File: src/rtl/cpu_opponent_if.sv
// PLAYER2 turn handshake between the game controller (master) and the automatic opponent (slave).
interface cpu_opponent_if;
  logic       turn;
  logic [8:0] board_x;
  logic [8:0] board_o;
  logic       play2;
  logic [3:0] pos2;
  logic       busy;
  logic       no_move;

  modport master (
    output turn, board_x, board_o,
    input  play2, pos2, busy, no_move
  );

  modport slave (
    input  turn, board_x, board_o,
    output play2, pos2, busy, no_move
  );
endinterface

File: src/rtl/cpu_opponent.sv
// Automatic tic-tac-toe PLAYER2: scans a board snapshot one line per cycle for a win,
// then a block, then falls back to a fixed-priority pick, and answers with a play2 pulse.
module cpu_opponent #(
  parameter bit BLOCK_EN = 1'b1
) (
  input logic           clock,
  input logic           reset,
  cpu_opponent_if.slave bus
);

  typedef enum logic [2:0] {
    ST_IDLE,
    ST_SCAN_WIN,
    ST_SCAN_BLOCK,
    ST_PICK,
    ST_ISSUE,
    ST_WAIT
  } state_e;

  state_e     state_q, state_d;
  logic [2:0] cnt_q, cnt_d;
  logic [8:0] snap_x_q, snap_x_d;
  logic [8:0] snap_o_q, snap_o_d;
  logic [3:0] pos2_q, pos2_d;
  logic       no_move_q, no_move_d;

  logic [8:0] free;
  logic [8:0] scan_map;
  logic [3:0] ca, cb, cc;
  logic       hit_a, hit_b, hit_c, hit;
  logic [3:0] hit_cell;
  logic       pick_ok;
  logic [3:0] pick_cell;

  function automatic logic [11:0] line_cells(input logic [2:0] idx);
    case (idx)
      3'd0:    line_cells = {4'd0, 4'd1, 4'd2};
      3'd1:    line_cells = {4'd3, 4'd4, 4'd5};
      3'd2:    line_cells = {4'd6, 4'd7, 4'd8};
      3'd3:    line_cells = {4'd0, 4'd3, 4'd6};
      3'd4:    line_cells = {4'd1, 4'd4, 4'd7};
      3'd5:    line_cells = {4'd2, 4'd5, 4'd8};
      3'd6:    line_cells = {4'd0, 4'd4, 4'd8};
      default: line_cells = {4'd2, 4'd4, 4'd6};
    endcase
  endfunction

  // A cell marked in both maps is treated as occupied.
  assign free     = ~(snap_x_q | snap_o_q);
  assign scan_map = (state_q == ST_SCAN_BLOCK) ? snap_x_q : snap_o_q;
  assign {ca, cb, cc} = line_cells(cnt_q);

  assign hit_a    = free[ca] & scan_map[cb] & scan_map[cc];
  assign hit_b    = free[cb] & scan_map[ca] & scan_map[cc];
  assign hit_c    = free[cc] & scan_map[ca] & scan_map[cb];
  assign hit      = hit_a | hit_b | hit_c;
  assign hit_cell = hit_a ? ca : (hit_b ? cb : cc);

  always_comb begin
    pick_ok   = 1'b1;
    pick_cell = 4'd0;
    if      (free[4]) pick_cell = 4'd4;
    else if (free[0]) pick_cell = 4'd0;
    else if (free[2]) pick_cell = 4'd2;
    else if (free[6]) pick_cell = 4'd6;
    else if (free[8]) pick_cell = 4'd8;
    else if (free[1]) pick_cell = 4'd1;
    else if (free[3]) pick_cell = 4'd3;
    else if (free[5]) pick_cell = 4'd5;
    else if (free[7]) pick_cell = 4'd7;
    else              pick_ok   = 1'b0;
  end

  always_ff @(posedge clock) begin
    if (reset) begin
      state_q   <= ST_IDLE;
      cnt_q     <= 3'd0;
      snap_x_q  <= 9'd0;
      snap_o_q  <= 9'd0;
      pos2_q    <= 4'd0;
      no_move_q <= 1'b0;
    end else begin
      state_q   <= state_d;
      cnt_q     <= cnt_d;
      snap_x_q  <= snap_x_d;
      snap_o_q  <= snap_o_d;
      pos2_q    <= pos2_d;
      no_move_q <= no_move_d;
    end
  end

  always_comb begin
    state_d   = state_q;
    cnt_d     = cnt_q;
    snap_x_d  = snap_x_q;
    snap_o_d  = snap_o_q;
    pos2_d    = pos2_q;
    no_move_d = 1'b0;
    case (state_q)
      ST_IDLE: begin
        if (bus.turn) begin
          snap_x_d = bus.board_x;
          snap_o_d = bus.board_o;
          cnt_d    = 3'd0;
          state_d  = ST_SCAN_WIN;
        end
      end
      ST_SCAN_WIN: begin
        if (!bus.turn) begin
          state_d = ST_IDLE;
        end else if (hit) begin
          pos2_d  = hit_cell + 4'd1;
          state_d = ST_ISSUE;
        end else if (cnt_q == 3'd7) begin
          cnt_d   = 3'd0;
          state_d = BLOCK_EN ? ST_SCAN_BLOCK : ST_PICK;
        end else begin
          cnt_d = cnt_q + 3'd1;
        end
      end
      ST_SCAN_BLOCK: begin
        if (!bus.turn) begin
          state_d = ST_IDLE;
        end else if (hit) begin
          pos2_d  = hit_cell + 4'd1;
          state_d = ST_ISSUE;
        end else if (cnt_q == 3'd7) begin
          cnt_d   = 3'd0;
          state_d = ST_PICK;
        end else begin
          cnt_d = cnt_q + 3'd1;
        end
      end
      ST_PICK: begin
        if (!bus.turn) begin
          state_d = ST_IDLE;
        end else if (pick_ok) begin
          pos2_d  = pick_cell + 4'd1;
          state_d = ST_ISSUE;
        end else begin
          no_move_d = 1'b1;
          state_d   = ST_WAIT;
        end
      end
      ST_ISSUE: state_d = ST_WAIT;
      ST_WAIT: begin
        // Only a low turn releases the block, so a held turn never retriggers.
        if (!bus.turn) begin
          pos2_d  = 4'd0;
          state_d = ST_IDLE;
        end
      end
      default: state_d = ST_IDLE;
    endcase
  end

  always_comb begin
    bus.play2   = (state_q == ST_ISSUE);
    bus.busy    = (state_q != ST_IDLE);
    bus.pos2    = pos2_q;
    bus.no_move = no_move_q;
  end

endmodule

File: src/flat_wrapper.sv
// flat-port wrapper written by rule: the top's interface ports become plain ports
module cpu_opponent_flat 
#(
  parameter bit BLOCK_EN = 1'b1
)
  (clock, reset, bus_turn, bus_board_x, bus_board_o, bus_play2, bus_pos2, bus_busy, bus_no_move);
  cpu_opponent_if bus_i ();
  input logic clock;
  input logic reset;
  input wire logic [$bits(bus_i.turn)-1:0] bus_turn;
  input wire logic [$bits(bus_i.board_x)-1:0] bus_board_x;
  input wire logic [$bits(bus_i.board_o)-1:0] bus_board_o;
  output wire logic [$bits(bus_i.play2)-1:0] bus_play2;
  output wire logic [$bits(bus_i.pos2)-1:0] bus_pos2;
  output wire logic [$bits(bus_i.busy)-1:0] bus_busy;
  output wire logic [$bits(bus_i.no_move)-1:0] bus_no_move;
  assign bus_i.turn = bus_turn;
  assign bus_i.board_x = bus_board_x;
  assign bus_i.board_o = bus_board_o;
  assign bus_play2 = bus_i.play2;
  assign bus_pos2 = bus_i.pos2;
  assign bus_busy = bus_i.busy;
  assign bus_no_move = bus_i.no_move;
  cpu_opponent #(.BLOCK_EN(BLOCK_EN)) u_core (.clock(clock), .reset(reset), .bus(bus_i));
endmodule
File: config.mk
export PLATFORM = sky130hd
export DESIGN_NAME = cpu_opponent_flat
export DESIGN_NICKNAME = d
export VERILOG_FILES = /design/src/rtl/cpu_opponent_if.sv /design/src/rtl/cpu_opponent.sv /design/src/flat_wrapper.sv
export SDC_FILE = /design/constraint.sdc
export NUM_CORES = 1
export LEC_CHECK = 0
export ABC_AREA = 1
export BUFFER_PORTS_ARGS = -buffer_cell sky130_fd_sc_hd__buf_2
export CAP_MARGIN = 10
export CORE_ASPECT_RATIO = 1.5
export CORE_MARGIN = 2
export CORE_UTILIZATION = 53
export DETAILED_ROUTE_END_ITERATION = 16
export PLACE_DENSITY_LB_ADDON = 0.05
export SKIP_CTS_REPAIR_TIMING = 1
export SLEW_MARGIN = 15
export SYNTH_ARGS = -nofsm -noshare
export SYNTH_HDL_FRONTEND = slang
export SYNTH_SLANG_ARGS = --single-unit
File: constraint.sdc
create_clock -name clock -period 2.62 [get_ports clock]
set_input_delay 0.393 -clock clock [delete_from_list [all_inputs] [get_ports clock]]
set_output_delay 0.393 -clock clock [all_outputs]
set_load 0.01 [all_outputs]
# Word-level counts from Yosys, hierarchy flattened
# Index checks and enable logic that the tools add are counted.
# word_totals
ff_bits	29
in_bits	21
output_inout_bits	7
word_cells	113
# op_classes
addsub	3
n_lt_le_gt_ge	3
n_eq_ne	21
mux	57
n_bitwise	12
reduce_logical	11
# op_table
operator	count
$pmux 11 s7	1
$mux 4	15
$mux 3	14
$bmux 1 s4	6
$eq 3x3->1 const B	6
$pmux 3 s6	1
$mux 1	17
$eq 3x2->1 const B	4
$pmux 4 s3	1
$lt 4x5->1 const B	2
$mux 9	1
$not 9->9	1
$or 9x9->9	1
$add 4x1->4 const B	2
$ne 2x2->1 const B	4
$reduce_and 4->1	2
$and 1x1->1	6
$eq 3x1->1 const B	2
$logic_not 3->1	2
$ne 2x1->1 const B	3
$pmux 3 s2	1
$reduce_and 6->1	1
$reduce_bool 3->1	2
$lt 3x5->1 const B	1
9 further kinds	11

# Longest topological paths before layout
# Gate-level depths: netlist of the first run.
# logic_depth
word_depth	15
mapped_depth	22
ltp_nobuf	22

# Least setup slack after synthesis of the first run
# No wires, ideal clock.
# synth_path
path_type	reg2reg
startpoint	register u_core.cnt_q[0]
endpoint	register u_core.pos2_q[2], in the netlist u_core.bus.pos2[2]
arrival_time_ps	2400
setup_slack_ps	104
stages_incl_launch_ff	20
n_path_buf	1
path_cell_list	dfxtp_1 inv_1 ha_1 nor2_4 nand4_2 buf_6 o21ai_2 nand3_1 nand3_1 nand2_1 nor2_2 nand2_4 inv_2 nor2_1 nor2_1 nor2_2 ha_1 nand3b_1 nand3_1 a21oi_1
# synth_via
elab_chain_cells	12
elab_cells_between_ends	36
# synth_lines
element	line	source
start, declared	cpu_opponent.sv:21	logic [2:0] cnt_q, cnt_d;
start signal, assigned	cpu_opponent.sv:84	cnt_q <= cnt_d;
$eq 3x3->1 (tied with other cells)	cpu_opponent.sv:36	case (idx)
$pmux 11 s7 (*)	cpu_opponent.sv:36	
$bmux 1 s4 (on tied branches)	cpu_opponent.sv:54, cpu_opponent.sv:55	
$mux 1 (on tied branches)	cpu_opponent.sv:54, cpu_opponent.sv:55	
$and 1x1->1 (2 in a row)	cpu_opponent.sv:54	assign hit_b = free[cb] & scan_map[ca] & scan_map[cc];
$mux 4 (2 in a row)	cpu_opponent.sv:57	assign hit_cell = hit_a ? ca : (hit_b ? cb : cc);
$add 4x1->4	cpu_opponent.sv:112, cpu_opponent.sv:125	
$mux 4	cpu_opponent.sv:111, cpu_opponent.sv:124	
$mux 4	cpu_opponent.sv:122	if (!bus.turn) begin
$pmux 4 s3	cpu_opponent.sv:99	case (state_q)
end signal, assigned	cpu_opponent.sv:87	pos2_q <= pos2_d;
end, declared	cpu_opponent.sv:24	logic [3:0] pos2_q, pos2_d;
# Every way passes the cells marked *; elsewhere a longest branch is shown, timed or not. The select of a mux whose other input is x is not followed.
# A chain may end at the register's enable or synchronous reset.

# Final worst setup path of the first run
# Ends and elaborated chain as after synthesis.

==> results of run 1 <==
==> per-layer routing <==
metal | global-route usage, % | vias up
met5 | 0 | -
met4 | 14.26 | 0
met1 | 32.78 | 1348
li1 | - | 1388
met3 | 3.881 | 53
met2 | 47.98 | 126
==> per-stage QoR <==
step                      cell area [µm²]  TNS [ns]  hold WS [ns]  std cells
after floorplan                      2386         0        0.4431        377
after global placement               2738   -0.3121        0.4523        468
after detailed placement             2738   -0.4160        0.4529        468
after CTS                            2853   -0.4840        0.3628        476
after global routing                 3456   -0.7394        0.3749        492
final                                3456  -0.06413        0.3605        492
==> logic make-up after synthesis <==
logic type | after synthesis | synth area share [%]
adders and majority gates | 8 | 4.195
AOI/OAI and AO/OA | 71 | 17.04
DFF | 29 | 24.33
buffers and inverters | 54 | 9.701
and+or+nand+nor | 215 | 44.73
==> state kept, by name (all words and copies together), names as in the netlist <==
name and flops:
u_core.snap_x_q 9, u_core.snap_o_q 9, u_core.bus.no_move 1, u_core.state_q 3, u_core.cnt_q 3, u_core.bus.pos2 4
==> final timing paths <==
| kind | from | end |
|---|---|---|
| max | u_core.cnt_q[0] | u_core.bus.pos2[2] |
| min reg2reg | u_core.bus.pos2[1] | u_core.bus.pos2[1] |
| max reg2reg | u_core.cnt_q[0] | u_core.bus.pos2[2] |
| min | bus_board_x[0] | u_core.snap_x_q[0] |
==> final cells by class <==
cell class | count | area share (%)
inverters | 44 | 5.431
clock inverters | 3 | 1.340
clock buffers | 5 | 1.991
well taps | 46 | 1.665
flip-flops and latches | 29 | 17.09
multi-input cells | 296 | 57.64
repair buffers | 69 | 14.84
==> synth_stat cells, drive strengths merged <==
master and n:
nand3b 2, or2 1, dfxtp 29, nor2 44
nor3 3, a31oi 1, nand4 1, nand3 59
a211oi 3, nor3b 1, a21oi 30, clkbuf 5
buf 5, o2111ai 1, o21ai 29, and2 2
a221oi 1, nand2 102, o211ai 4, o31ai 1
ha 8, inv 44, o41ai 1
==> worst min-delay path, cell delays in order <==
cell,delay (ns)
buf_2,0.09
nand3_1,0.07
a21oi_1,0.05
==> flow_metrics.py, run 1 <==
metrics = {
    "worst_setup_path": {
        "cp_data_required_time_ns": 2.85,
        "ff2ff_path_depth": 19,
        "path_buf_inv": 5,
        "critical_path_class": "reg -> reg",
        "cp_max_fo": 4,
        "crit_family": "simple AND/OR/NAND/NOR gates",
        "cp_cell_sequence": "inv_6 -> ha_4 -> nor2_4 -> buf_4 -> nand2_1 -> inv_1 -> nand2_1 -> inv_2 -> nand3_2 -> nand2_2 -> buf_4 -> nand3_1 -> nand3_1 -> nand3_1 -> nand2_1 -> ha_2 -> nand3b_1 -> nand3_1 -> a21oi_1",
        "cp.depth": 19,
        "cpMaxStageDelayCell": "dfxtp_4",
        "crit_path_end_kind": "flop",
        "crit_top_cell": "nand3_1",
        "rrSetupSlack_ns": -0.05,
        "cp-start-kind": "flop",
        "crit_arrival_ns": 2.90,
        "cpPeakStageDelay_ns": 0.42,
    },
    "routing": {
        "wl_met1_um": 3123,
        "drt_iter0_markers": 205,
        "wl_met2_um": 4218,
        "vias": 2915,
        "antenna_left": 0,
        "dr.max_layer_used": "met4",
        "drtPass1Iterations": 4,
        "wl_per_cell_um": 16.86,
        "drc_errors": 0,
        "viasPerCell": 5.925,
        "wl_met3_um": 375,
        "wl_um": 8295,
    },
    "clocking": {
        "cts_num_sinks": 29,
        "clockBufferDepth": 2,
        "cts.reportedPaths.clkPinSlew_ns": 0.08,
        "cts-root-buf": "clkbuf_8",
        "htree_levels": 2,
        "clk_latency_ns": 0.29,
        "cts_buffers": 5,
        "cts_tree": "yes",
    },
    "final_layout": {
        "final_common_cell": "nand2_1",
        "final_cell_mix": "71 x nand2_1, 33 x nand3_1, 33 x buf_4, 32 x inv_1",
        "fill_cells": 319,
        "fin_util_pct": 80.71,
        "area.growth.synth_to_final_pct": 44.83,
        "multi_input_area_mm2": 0.001992,
        "area.sequential_um2": 590.6,
        "drive_gt1_share_pct": 41.70,
        "antennaDiodeCount": 0,
        "layout.nets": 474,
    },
    "yosys": {
        "netlist-cell-type-count": 37,
        "ys_seq_area_share_pct": 24.33,
        "synth.cell_area_mm2": 0.002386,
        "yosys.area.top_type": "dfxtp_1",
        "syn_nets": 406,
        "ys_ff_latch": 29,
        "ys_top_cells_by_area": "dfxtp_1 24%, nand2_1 14%, nand3_1 11%",
        "synth_area_per_cell_um2": 6.329,
        "synth_top_cell_area_share_pct": 24.33,
        "synthCells": 377,
        "yosys_warnings": 0,
    },
    "global_route": {
        "grt_util_all_layers_pct": 27.88,
        "antenna_found_initial": 0,
        "grt_pass1_wl_um": 10970,
        "grt_pass1_vias": 2495,
        "grt_max_degree": 32,
        "grt_overflow": 0,
    },
    "floorplanning": {
        "ioPinCount": 28,
        "initial_core_util_pct": 55.73,
        "dieArea_mm2": 0.005066,
        "die_x_um": 58.79,
        "rows": 29,
        "dieHeight_um": 86.18,
        "coreArea_mm2": 0.004282,
    },
    "status": {
        "status": "finished with violations",
        "violations": "setup timing",
    },
    "run": {
        "max_cap_viol_count": 0,
    },
    "sta": {
        "finalSetupViolCount": 3,
        "finalWorstSetupSlack_ns": -0.04825,
        "hold_viol_final": 0,
        "period_share_pct": 101.8,
        "max_slew.worst_pin.slew_ns": 0.8001,
        "period_minus_slack_ns": 2.668,
        "clock.fmax_mhz": 374.8,
        "skew_ns": 0.006371,
        "relSlewSlack_pct": 46.53,
        "rsz0062_at_grt": "true",
        "slew_viol_final": 0,
    },
    "worst_hold_path": {
        "hold_depth": 3,
        "hp-class": "in -> reg",
    },
    "placed_design": {
        "globalplace.congestion": 0.9000,
        "dp_hpwl_um": 5246,
        "place_ws_ns": -0.1745,
        "io_buffers": 27,
    },
}
Power of run 1 is not shown: default switching activity piles up to over one toggle a cycle in this logic, so the estimate is an artifact.
==> run 2, diff against run 1 <==
--- a/config.mk
+++ b/config.mk
@@ -11,6 +11,7 @@
 export CORE_ASPECT_RATIO = 1.5
 export CORE_MARGIN = 2
 export CORE_UTILIZATION = 53
+export CTS_BUF_LIST = sky130_fd_sc_hd__clkbuf_16
 export DETAILED_ROUTE_END_ITERATION = 16
 export PLACE_DENSITY_LB_ADDON = 0.05
 export SKIP_CTS_REPAIR_TIMING = 1
==> run 2 against run 1 <==
Against the previous run:
- the run still ends with setup timing left
- via count fell by 1.2%
- non-clock buffer count fell by 2
- first-iteration DRC count fell by 7.3%
- cell count fell by 0.41%
- wire length fell by 4.8%
- critical path depth rose by 1
- worst hold slack improved by 0.017 ns
- utilization fell by 2.7 points
- die area did not move
- global-route usage rose by 0.39 points
- cell area fell by 3.3%
- largest cell class unchanged
- highest routed layer unchanged
==> flow_metrics.py, run 2 (same netlist as run 1, synthesis figures left out) <==
metrics = {
    "floorplanning": {
        "dieArea_mm2": 0.005066,
        "coreArea_mm2": 0.004282,
        "ioPinCount": 28,
        "die_x_um": 58.79,
        "dieHeight_um": 86.18,
        "initial_core_util_pct": 55.73,
        "rows": 29,
    },
    "routing": {
        "antenna_left": 0,
        "drc_errors": 0,
        "drt_iter0_markers": 190,
        "wl_per_cell_um": 16.12,
        "drtPass1Iterations": 7,
        "vias": 2879,
        "wl_um": 7900,
        "viasPerCell": 5.876,
    },
    "global_route": {
        "grt_util_all_layers_pct": 28.27,
        "grt_overflow": 0,
        "grt_pass1_vias": 2549,
        "grt_max_degree": 32,
        "antenna_found_initial": 0,
        "grt_pass1_wl_um": 11140,
    },
    "clocking": {
        "cts_buffers": 5,
        "cts.reportedPaths.clkPinSlew_ns": 0.05,
        "cts_tree": "yes",
        "clockBufferDepth": 2,
        "clk_latency_ns": 0.28,
        "htree_levels": 2,
        "cts-root-buf": "clkbuf_16",
        "cts_num_sinks": 29,
    },
    "status": {
        "status": "finished with violations",
        "violations": "setup timing",
    },
    "worst_setup_path": {
        "cp-start-kind": "flop",
        "cp_data_required_time_ns": 2.78,
        "rrSetupSlack_ns": -0.1,
        "timing.rr.end": "u_core.state_q[0]",
        "cp_max_fo": 6,
        "timing.rr.start": "u_core.cnt_q[1]",
        "critical_path_class": "reg -> reg",
        "crit_arrival_ns": 2.87,
        "crit_path_end_kind": "flop",
        "ff2ff_path_depth": 20,
    },
    "placed_design": {
        "dpl_cell_area_mm2": 0.002738,
        "io_buffers": 27,
        "dp_hpwl_um": 5246,
        "place_ws_ns": -0.1745,
        "globalplace.congestion": 0.9000,
    },
    "worst_hold_path": {
        "holdPathEnd": "u_core.snap_x_q[0]",
        "hp-class": "in -> reg",
        "hold_depth": 3,
        "hp-start": "bus_board_x[0]",
    },
    "final_layout": {
        "drive_gt1_share_pct": 36.04,
        "fill_cells": 348,
        "layout.nets": 472,
        "area.sequential_um2": 589.3,
        "multi_input_area_mm2": 0.001859,
        "antennaDiodeCount": 0,
        "final_cell_area_mm2": 0.003342,
        "area.growth.synth_to_final_pct": 40.06,
        "final_cell_mix": "80 x nand2_1, 43 x nand3_1, 34 x inv_1, 32 x buf_4",
        "final_common_cell": "nand2_1",
    },
    "sta": {
        "rsz0062_at_grt": "true",
        "relSlewSlack_pct": 47.09,
        "whs_ns": 0.3776,
        "setup_tns_ns": -0.2359,
        "period_minus_slack_ns": 2.716,
        "period_share_pct": 103.6,
        "max_slew.worst_pin.slew_ns": 0.7917,
        "finalSetupViolCount": 4,
        "clock.fmax_mhz": 368.3,
        "slew_viol_final": 0,
        "hold_viol_final": 0,
        "finalWorstSetupSlack_ns": -0.09553,
        "skew_ns": 0.003838,
    },
    "run": {
        "max_cap_viol_count": 0,
    },
}
run 2: cell count changes in the layout (fill, tap and decap cells not counted), sizes merged:
cell    delta
clkbuf     -1
buf        -1
run 2: metal layers:
layer	vias up	track usage, %	part of all wire, %
li1	1384	-	-
met1	1306	32.78	38
met2	143	48.59	51
met3	46	3.731	5.6
met4	0	15.91	6.2
met5	-	0	0
run 2: critical path, cell delays in order (launching register included):
cell and delay (ns):
dfxtp_4 0.37, inv_6 0.09, ha_4 0.19, nand2_2 0.08, nand2_4 0.12, inv_4 0.07
buf_4 0.16, nand2_1 0.05, o21ai_1 0.09, o211ai_1 0.35, nand2_2 0.13, nor2_4 0.15
buf_6 0.11, nor2_4 0.04, nand2_4 0.10, nor2_4 0.06, buf_4 0.13, nand2_2 0.05
nand3_2 0.06, o21ai_1 0.13, nor2_1 0.05
run 2: area by class of cell:
type	count	share of cell area, %
clock buffers	5	3.744
well taps	46	1.722
inverters	44	5.541
clock inverters	3	1.385
multi-input cells	296	55.63
flip-flops and latches	29	17.63
repair buffers	67	14.34
run 2: worst max path at each step:
stage / start / end / slack [ns]
2_1_floorplan: u_core.cnt_q[0] / u_core.bus.pos2[2] / 0.10
3_3_place_gp: u_core.cnt_q[0] / u_core.bus.pos2[2] / -0.14
3_5_place_dp: u_core.cnt_q[0] / u_core.bus.pos2[2] / -0.17
4_1_cts: u_core.cnt_q[0] / u_core.bus.pos2[2] / -0.19
5_1_grt: u_core.cnt_q[1] / u_core.bus.pos2[2] / -0.21
6_report: u_core.cnt_q[1] / u_core.state_q[0] / -0.1
run 2: through the flow:
stage	std cells	utilization, %
2_1_floorplan	377	-
3_3_place_gp	468	63.94
3_5_place_dp	468	63.94
4_1_cts	476	67.94
5_1_grt	490	78.05
6_report	490	78.05
Power of run 2 is left out for the same reason.
